### config.mk
export PLATFORM = sky130hd
export DESIGN_NAME = mem_dados
export DESIGN_NICKNAME = d
export VERILOG_FILES = /design/src/rtl/mem_dados.sv
export SDC_FILE = /design/constraint.sdc
export NUM_CORES = 2
export LEC_CHECK = 0
export ABC_CLOCK_PERIOD_IN_PS = 12510
export BUFFER_PORTS_ARGS = -buffer_cell sky130_fd_sc_hd__buf_2
export CAP_MARGIN = 20
export CORE_MARGIN = 10
export CORE_UTILIZATION = 45
export DETAILED_ROUTE_END_ITERATION = 8
export GPL_TIMING_DRIVEN = 0
export PLACE_DENSITY = 0.72
export RECOVER_POWER = 50
export SKIP_CTS_REPAIR_TIMING = 1
export SYNTH_ARGS = -nofsm -noshare
export SYNTH_HDL_FRONTEND = slang
export SYNTH_SLANG_ARGS = --single-unit
export TNS_END_PERCENT = 1
### constraint.sdc
create_clock -name Clock -period 12.51 [get_ports Clock]
set_input_delay 3.1275 -clock Clock [delete_from_list [all_inputs] [get_ports Clock]]
set_output_delay 3.1275 -clock Clock [all_outputs]
set_load 0.005 [all_outputs]
### src/rtl/mem_dados.sv
// ============================================================================
//  Module   : mem_dados
//  Purpose  : Data-memory responder for the nRisc load/store side. Stores are
//             posted into a DEPTH-entry FIFO write buffer and drained into a
//             256x8 RAM that needs WRITE_CYCLES cycles per write. Loads get a
//             one-cycle registered response, forwarded from the newest
//             pending buffered write to the same address when one exists.
//  Revision : 1.0 - initial release
//
//  Ports
//    Clock      in   1  system clock, rising edge
//    Reset      in   1  asynchronous, active-high reset
//    LerMem     in   1  read request
//    EscrevMem  in   1  write request
//    Endereco   in   8  byte address
//    DadoEscr   in   8  write data
//    DadoLido   out  8  read data (holds when no read)
//    DadoValido out  1  DadoLido refreshed by a read on the last edge
//    Ocupado    out  1  write buffer full
//    Erro       out  1  sticky dropped-write flag
//
//  Build option
//    MEMDADOS_ERRO_EN : when defined, Erro latches high on any dropped write
//                       until Reset; when undefined, Erro is tied low.
// ============================================================================
`default_nettype none

module mem_dados #(
  parameter int DEPTH        = 4,
  parameter int WRITE_CYCLES = 3
) (
  input  logic       Clock,
  input  logic       Reset,
  input  logic       LerMem,
  input  logic       EscrevMem,
  input  logic [7:0] Endereco,
  input  logic [7:0] DadoEscr,
  output logic [7:0] DadoLido,
  output logic       DadoValido,
  output logic       Ocupado,
  output logic       Erro
);

  localparam int AW = $clog2(DEPTH);
  localparam int CW = $clog2(WRITE_CYCLES + 1);

  localparam logic [AW:0]   C_DEPTH = (AW + 1)'(DEPTH);
  localparam logic [CW-1:0] C_WC    = CW'(WRITE_CYCLES);
  localparam logic [CW-1:0] C_ONE   = CW'(1);

  // Drain FSM encoding
  localparam logic [0:0] OCIOSO   = 1'b0;
  localparam logic [0:0] GRAVANDO = 1'b1;

  // Storage (never reset)
  logic [7:0] fifo_addr_q [DEPTH];
  logic [7:0] fifo_data_q [DEPTH];
  logic [7:0] mem_q       [256];

  // Control state
  logic [AW-1:0] wr_ptr_q, wr_ptr_d;
  logic [AW-1:0] rd_ptr_q, rd_ptr_d;
  logic [AW:0]   count_q,  count_d;
  logic [0:0]    state_q,  state_d;
  logic [CW-1:0] cnt_q,    cnt_d;
  logic [7:0]    dado_lido_q, dado_lido_d;
  logic          dado_valido_q;

  logic          w_commit;
  logic          w_push;
  logic          w_fwd_hit;
  logic [7:0]    w_fwd_data;
  logic [AW-1:0] w_fwd_idx;

  // The head is committed on the last cycle of its RAM write.
  assign w_commit = (state_q == GRAVANDO) && (cnt_q == C_WC);

  // A full buffer still accepts a write when the head leaves on the same edge.
  assign w_push   = EscrevMem && ((count_q != C_DEPTH) || w_commit);

  assign Ocupado  = (count_q == C_DEPTH);

  // ---------------------------------------------------------------------------
  // Drain FSM next state
  // ---------------------------------------------------------------------------
  always_comb begin
    state_d = state_q;
    cnt_d   = cnt_q;
    case (state_q)
      OCIOSO: begin
        if (count_q != '0) begin
          state_d = GRAVANDO;
          cnt_d   = C_ONE;
        end
      end
      GRAVANDO: begin
        if (w_commit) begin
          state_d = OCIOSO;
          cnt_d   = '0;
        end else begin
          cnt_d   = cnt_q + C_ONE;
        end
      end
      default: begin
        state_d = OCIOSO;
        cnt_d   = '0;
      end
    endcase
  end

  // ---------------------------------------------------------------------------
  // FIFO bookkeeping; DEPTH is a power of two so pointers wrap naturally.
  // ---------------------------------------------------------------------------
  always_comb begin
    wr_ptr_d = w_push   ? wr_ptr_q + AW'(1) : wr_ptr_q;
    rd_ptr_d = w_commit ? rd_ptr_q + AW'(1) : rd_ptr_q;
    count_d  = count_q;
    case ({w_push, w_commit})
      2'b10:   count_d = count_q + (AW + 1)'(1);
      2'b01:   count_d = count_q - (AW + 1)'(1);
      default: count_d = count_q;
    endcase
  end

  // ---------------------------------------------------------------------------
  // Read forwarding: scan entries oldest to newest so the newest match wins.
  // Only entries already in the buffer are searched, so a same-cycle write
  // never affects the value returned by a simultaneous read.
  // ---------------------------------------------------------------------------
  always_comb begin
    w_fwd_hit  = 1'b0;
    w_fwd_data = 8'h00;
    w_fwd_idx  = rd_ptr_q;
    for (int i = 0; i < DEPTH; i++) begin
      w_fwd_idx = rd_ptr_q + AW'(i);
      if (((AW + 1)'(i) < count_q) && (fifo_addr_q[w_fwd_idx] == Endereco)) begin
        w_fwd_hit  = 1'b1;
        w_fwd_data = fifo_data_q[w_fwd_idx];
      end
    end
  end

  always_comb begin
    dado_lido_d = dado_lido_q;
    if (LerMem) begin
      dado_lido_d = w_fwd_hit ? w_fwd_data : mem_q[Endereco];
    end
  end

  // ---------------------------------------------------------------------------
  // Control registers
  // ---------------------------------------------------------------------------
  always_ff @(posedge Clock or posedge Reset) begin
    if (Reset) begin
      wr_ptr_q      <= '0;
      rd_ptr_q      <= '0;
      count_q       <= '0;
      state_q       <= OCIOSO;
      cnt_q         <= '0;
      dado_lido_q   <= 8'h00;
      dado_valido_q <= 1'b0;
    end else begin
      wr_ptr_q      <= wr_ptr_d;
      rd_ptr_q      <= rd_ptr_d;
      count_q       <= count_d;
      state_q       <= state_d;
      cnt_q         <= cnt_d;
      dado_lido_q   <= dado_lido_d;
      dado_valido_q <= LerMem;
    end
  end

  // ---------------------------------------------------------------------------
  // Buffer and RAM arrays. A commit cannot occur while Reset is high because
  // the FSM is held in OCIOSO, so an interrupted write never reaches RAM.
  // ---------------------------------------------------------------------------
  always_ff @(posedge Clock) begin
    if (w_push) begin
      fifo_addr_q[wr_ptr_q] <= Endereco;
      fifo_data_q[wr_ptr_q] <= DadoEscr;
    end
    if (w_commit) begin
      mem_q[fifo_addr_q[rd_ptr_q]] <= fifo_data_q[rd_ptr_q];
    end
  end

  assign DadoLido   = dado_lido_q;
  assign DadoValido = dado_valido_q;

`ifdef MEMDADOS_ERRO_EN
  logic w_drop;
  logic erro_q;

  assign w_drop = EscrevMem && !w_push;

  always_ff @(posedge Clock or posedge Reset) begin
    if (Reset) begin
      erro_q <= 1'b0;
    end else if (w_drop) begin
      erro_q <= 1'b1;
    end
  end

  assign Erro = erro_q;
`else
  assign Erro = 1'b0;
`endif

endmodule

`default_nettype wire

# [Word level (Yosys, flattened, before mapping)]
# Memory sizes are Yosys's and may differ from the RTL's.
# Index checks and enable logic that the tools add are counted.
[classes] n_addsub=7 order_cmp=4 eq_ne=10 n_mux=20 n_bitwise=1 reduce_logical=9
[ops] op="$mux 8" count=5
[ops] op="$eq 8x8->1" count=4
[ops] op="$mux 1" count=10
[ops] op="$add 2x1->2 const B" count=3
[ops] op="$logic_and 1x1->1" count=6
[ops] op="$lt 1x3->1 const A" count=2
[ops] op="$lt 2x3->1 const A" count=2
[ops] op="$pmux 3 s2" count=1
[ops] op="$add 2x2->2 const B" count=2
[ops] op="$eq 2x2->1 const B" count=2
[ops] op="$mux 2" count=2
[ops] op="$pmux 2 s2" count=1
[ops] op="$add 3x1->3 const B" count=1
[ops] op="$eq 3x3->1 const B" count=1
[ops] op="$ne 3x3->1 const B" count=1
[ops] op="$reduce_bool 3->1" count=1
[ops] op="$sub 3x1->3 const B" count=1
[ops] op="$eq 2x1->1 const B" count=1
[ops] op="$ne 2x2->1 const B" count=1
[ops] op="$pmux 1 s2" count=1
[ops] op="$reduce_bool 2->1" count=1
[ops] op="$logic_or 1x1->1" count=1
[ops] op="$not 1->1" count=1
[word_totals] reg_bits=19 mem_bits_rw=2112 in_bits=20 out_inout_bits=11 word_cells=61 mem_count=3
[memory_table] name="mem_q" depth=256 width=8 read_ports=1 rd_ports_with_merged_regs=0 wr=1 line="58" text="logic [7:0] mem_q [256];"
[memory_table] name="fifo_addr_q" depth=4 width=8 read_ports=4 rd_ports_with_merged_regs=0 wr=1 line="56" text="logic [7:0] fifo_addr_q [DEPTH];"
[memory_table] name="fifo_data_q" depth=4 width=8 read_ports=4 rd_ports_with_merged_regs=0 wr=1 line="57" text="logic [7:0] fifo_data_q [DEPTH];"

# [Logic depth before layout (Yosys ltp)]
# An unclocked memory read counts as a cell.
[logic_depth] ltp_word=8 depth_mapped=14 ltp_nobuf=9

# [Worst setup path after synthesis]
# Ideal clock, no wire load.
[synth_path] path_type="reg2reg" start="register rd_ptr_q[1]" end="memory mem_q[0][1], data pin" setup_ns=1.583 arrival_ns=8.412 required_time_ns=10.927 setup_slack_ns=2.514 path_stages_with_launch=10 path_buffers=6 period_less_slack_ns=9.996 path_cell_list="dfrtp_1 > buf_6 > buf_12 > buf_12 > buf_12 > buf_6 > buf_2 > mux2_2 > nor2_1 > a21oi_1"
[synth_between] elab_chain_len=1
[synth_rtl] item="start, declared" line="62" text="logic [AW-1:0] rd_ptr_q, rd_ptr_d;"
[synth_rtl] item="start signal, assigned" line="164" text="rd_ptr_q <= rd_ptr_d;"
[synth_rtl] item="$mem_v2 4x8"
[synth_rtl] item="end, declared" line="58"
# No other way between the ends.

# [Worst setup path in the final report]
[layout_path] start="register rd_ptr_q[0]" end="memory mem_q[94][0], data pin"
# The elaborated chain is that of the path after synthesis.

==> metrics.txt <==
status complete, but fails checks; violated checks capacitance limit, slew limit; FF-to-FF setup slack approximately 2.8 ns; Die H around 460 µm; sequential fraction of the synthesis area ~75%; most frequent cells in the layout edfxtp_1, mux2i_1, nor2_1, mux4_2, clkbuf_1; Period Utilization, post-route around 78%; Finished Layout Cells roughly 7500; wire length per cell 35.9 µm; First DRT Iteration DRCs 8244; Cell Pwr Density about 200 nW/µm²; depth of the worst register-to-register path 10; CORE AREA roughly 190000 µm²; Clock Root Buffer clkbuf_16; startpoint type of the worst setup path register; leakage power figure 30.4 nW; cell type with the highest aggregate area in the netlist edfxtp_1; most common library cell in the layout ignoring fill and taps edfxtp_1; share of total power consumed by net switching 29.7%; post-synthesis cell count 4506; number of synthesis warnings 0; post-synthesis sequential element count 2131; antenna violations before repair 7; most frequently used flop master after synthesis edfxtp_1; ratio of cells with drive above 1 in the final layout 16.8%; headroom to the max-slew limit -37.4%; Comb power frac between 10% and 20%; proportion of power drawn by flip-flops and latches 50.4%; wire length of the first global-routing pass 370000 µm; number of synthesized flops with an enable pin 2112; detailed-route DRC error count 0; fin crit period 9.75 ns; number of global-route vias before repair 47200; Min-Delay Endpoint cnt_q[0]; HP Start cnt_q[0]; Max Cap Viol 45; post-DP HPWL 190000 µm; proportion of register bits with asynchronous set or reset after synthesis 0.892%; Pwr Total 18.9 mW; DR vias between 40000 and 50000; final standard cell utilization of the core 50.9%; total count of max-transition violations in the final report 1530; number of endpoints failing setup at the final stage 0; worst supply voltage drop on vdd about 0.16 mV; die footprint between 200000 and 250000 µm²; post-placement setup slack 3.33 ns; global router's overall resource usage 25.6%; Power Internal between 10 and 15 mW; final hold violation count 0; number of primary I/O pins 31; Placed Instances 7141; net count of the mapped netlist 4535; number of cell rows roughly 160; area added between synthesis and finish 12.4%; endpoint required time on the critical path ~13 ns; sink count of the clock tree 2131; final setup skew ~0.04 ns; final global-route overflow total 0; H-tree depth 4; capture point of the worst reg-to-reg path mem_q[94][0]; transition time of the tightest slew-check pin a little over 2 ns; class of the tightest hold or removal check reg -> reg; filler instances 14700; CTS clock-pin slew for the worst setup and hold paths 0.06 ns; source-to-sink clock delay at the later pin of the worst-skew pair 0.87 ns; net total in the final layout about 5000; number of antenna-violating nets in the routed design 0; minimum setup slack in the final design 2.76 ns; maximum buffer depth of the clock tree 3; number of distinct library cell variants in the gate-level netlist after synthesis 76; Setup crit end kind register; vias per cell approximately 6.5; Die Span X around 460 µm; first-pass iteration count of the detailed router 7; largest net degree at the start of global routing 48; portion of total power attributed to the clock network 30.8%; r2r startpoint rd_ptr_q[0]; Fmax 0.103 GHz; critical path fanouts, max 37; IO Port Bufs 28; TritonCTS Buffers 198; post-synthesis instance area between 80000 and 90000 µm²; area fraction of the dominant cell type after synthesis ~74%; WHS Path Cells 1; TritonCTS clock tree built; critical path type reg -> reg; RSZ-0062 raised after global routing false; average footprint of a synthesized cell 18.9 µm²; crit path DAT 10.11 ns; final wirelength approximately 270000 µm; Setup TNS 0 ns; Synth area leaders edfxtp_1, mux4_2, mux2i_1, o221ai_1, nor2_1; final weighted congestion in routability-driven placement 1.01; starting utilization of the core area 45.3%; Net Sw Power 5.60 mW
-- state kept, by name (all words and copies together) (netlist names) --
register     cells
DadoValido       1
rd_ptr_q         2
fifo_data_q     32
DadoLido         8
wr_ptr_q         2
cnt_q            2
mem_q         2048
fifo_addr_q     32
count_q          3
state_q          1
-- layout make-up --
class	count	area [µm²]	share of cell area, %
Inverter	22	82.6	0.0863
Timing Repair Buffer	147	1260	1.31
Sequential cell	2131	63900	66.8
Multi-Input combinational cell	2075	19800	20.6
Buffer	278	1420	1.48
Clock inverter	119	1010	1.05
Tap cell	2495	3120	3.26
Clock buffer	243	5120	5.35
Antenna cell	11	27.5	0.0288
-- cells in the mapped netlist, types with 35 or more instances --
| master | instances |
|---|---|
| clkbuf_1 | 136 |
| a211oi_1 | 35 |
| edfxtp_1 | 2112 |
| nor3_1 | 58 |
| o22ai_1 | 94 |
| nor2_1 | 361 |
| a21oi_1 | 144 |
| mux4_2 | 328 |
| buf_4 | 58 |
| o221ai_1 | 199 |
| nand2_1 | 106 |
| mux2i_1 | 457 |
| buf_2 | 43 |
-- power by group through the flow --
stage | clock network [mW] | registers [mW] | logic, mW
after global routing | 6.07 | 9.54 | 3.65
after CTS | 5.79 | 9.41 | 3.97
after floorplan | 0 | 10.2 | 1.77
after global placement | 0 | 10.5 | 2.88
final | 5.81 | 9.53 | 3.55
after detailed placement | 0 | 9.56 | 3.96
-- critical path, stage by stage, from the launching register on --
cell and delay (ns):
dfrtp_1 0.46, clkbuf_1 0.53, clkbuf_1 0.61, clkbuf_1 0.66, clkbuf_1 0.54, clkbuf_1 0.55
nor2_1 0.10, a21oi_1 1.46, clkbuf_1 1.34, clkbuf_1 1.39, clkbuf_1 1.50
-- metrics by stage --
stage	cell area, µm²	hold slack, ns
3_5_place_dp	90600	0.493
6_report	95700	0.504
5_1_grt	95700	0.522
2_1_floorplan	85200	0.451
4_1_cts	96700	0.501
3_3_place_gp	88400	0.467
-- metal layers --
layer	GRT usage [%]	wire, µm	share of wire [%]	vias to the layer above
met2	38.1	120000	44	3916
met3	9.06	38200	14	823
met4	15.6	19800	7.3	4
met1	32.3	92300	34	25000
li1	-	-	-	19200
met5	0	62	0.023	-
-- worst max path at each step --
stage,start,to,slack [ns],cells after the start
finish,rd_ptr_q[0],mem_q[94][0],2.76,10
global route,rd_ptr_q[0],mem_q[95][0],2.37,10
CTS,Endereco[4],DadoLido[7],4.19,13
detailed placement,Endereco[4],DadoLido[7],3.33,13
global placement,rd_ptr_q[0],mem_q[94][5],-6.71,7
floorplan,rd_ptr_q[1],mem_q[0][1],2.51,9
-- kinds of logic (layout without fill, tap and decap cells) --
logic type | count (synthesis) | in the layout | synth area share (%)
multiplexers | 818 | 818 | 14.5
other | 1 | 12 | 0.00440
AO/OA/AOI/OAI | 576 | 576 | 4.92
buffers and inverters | 300 | 809 | 1.77
adder cells (fa/ha/maj) | 9 | 9 | 0.132
AND/OR/NAND/NOR | 631 | 631 | 3.21
XOR/XNOR | 40 | 40 | 0.420
flip-flops | 2131 | 2131 | 75.0
No activity file was read; power rests on OpenSTA's default activity.
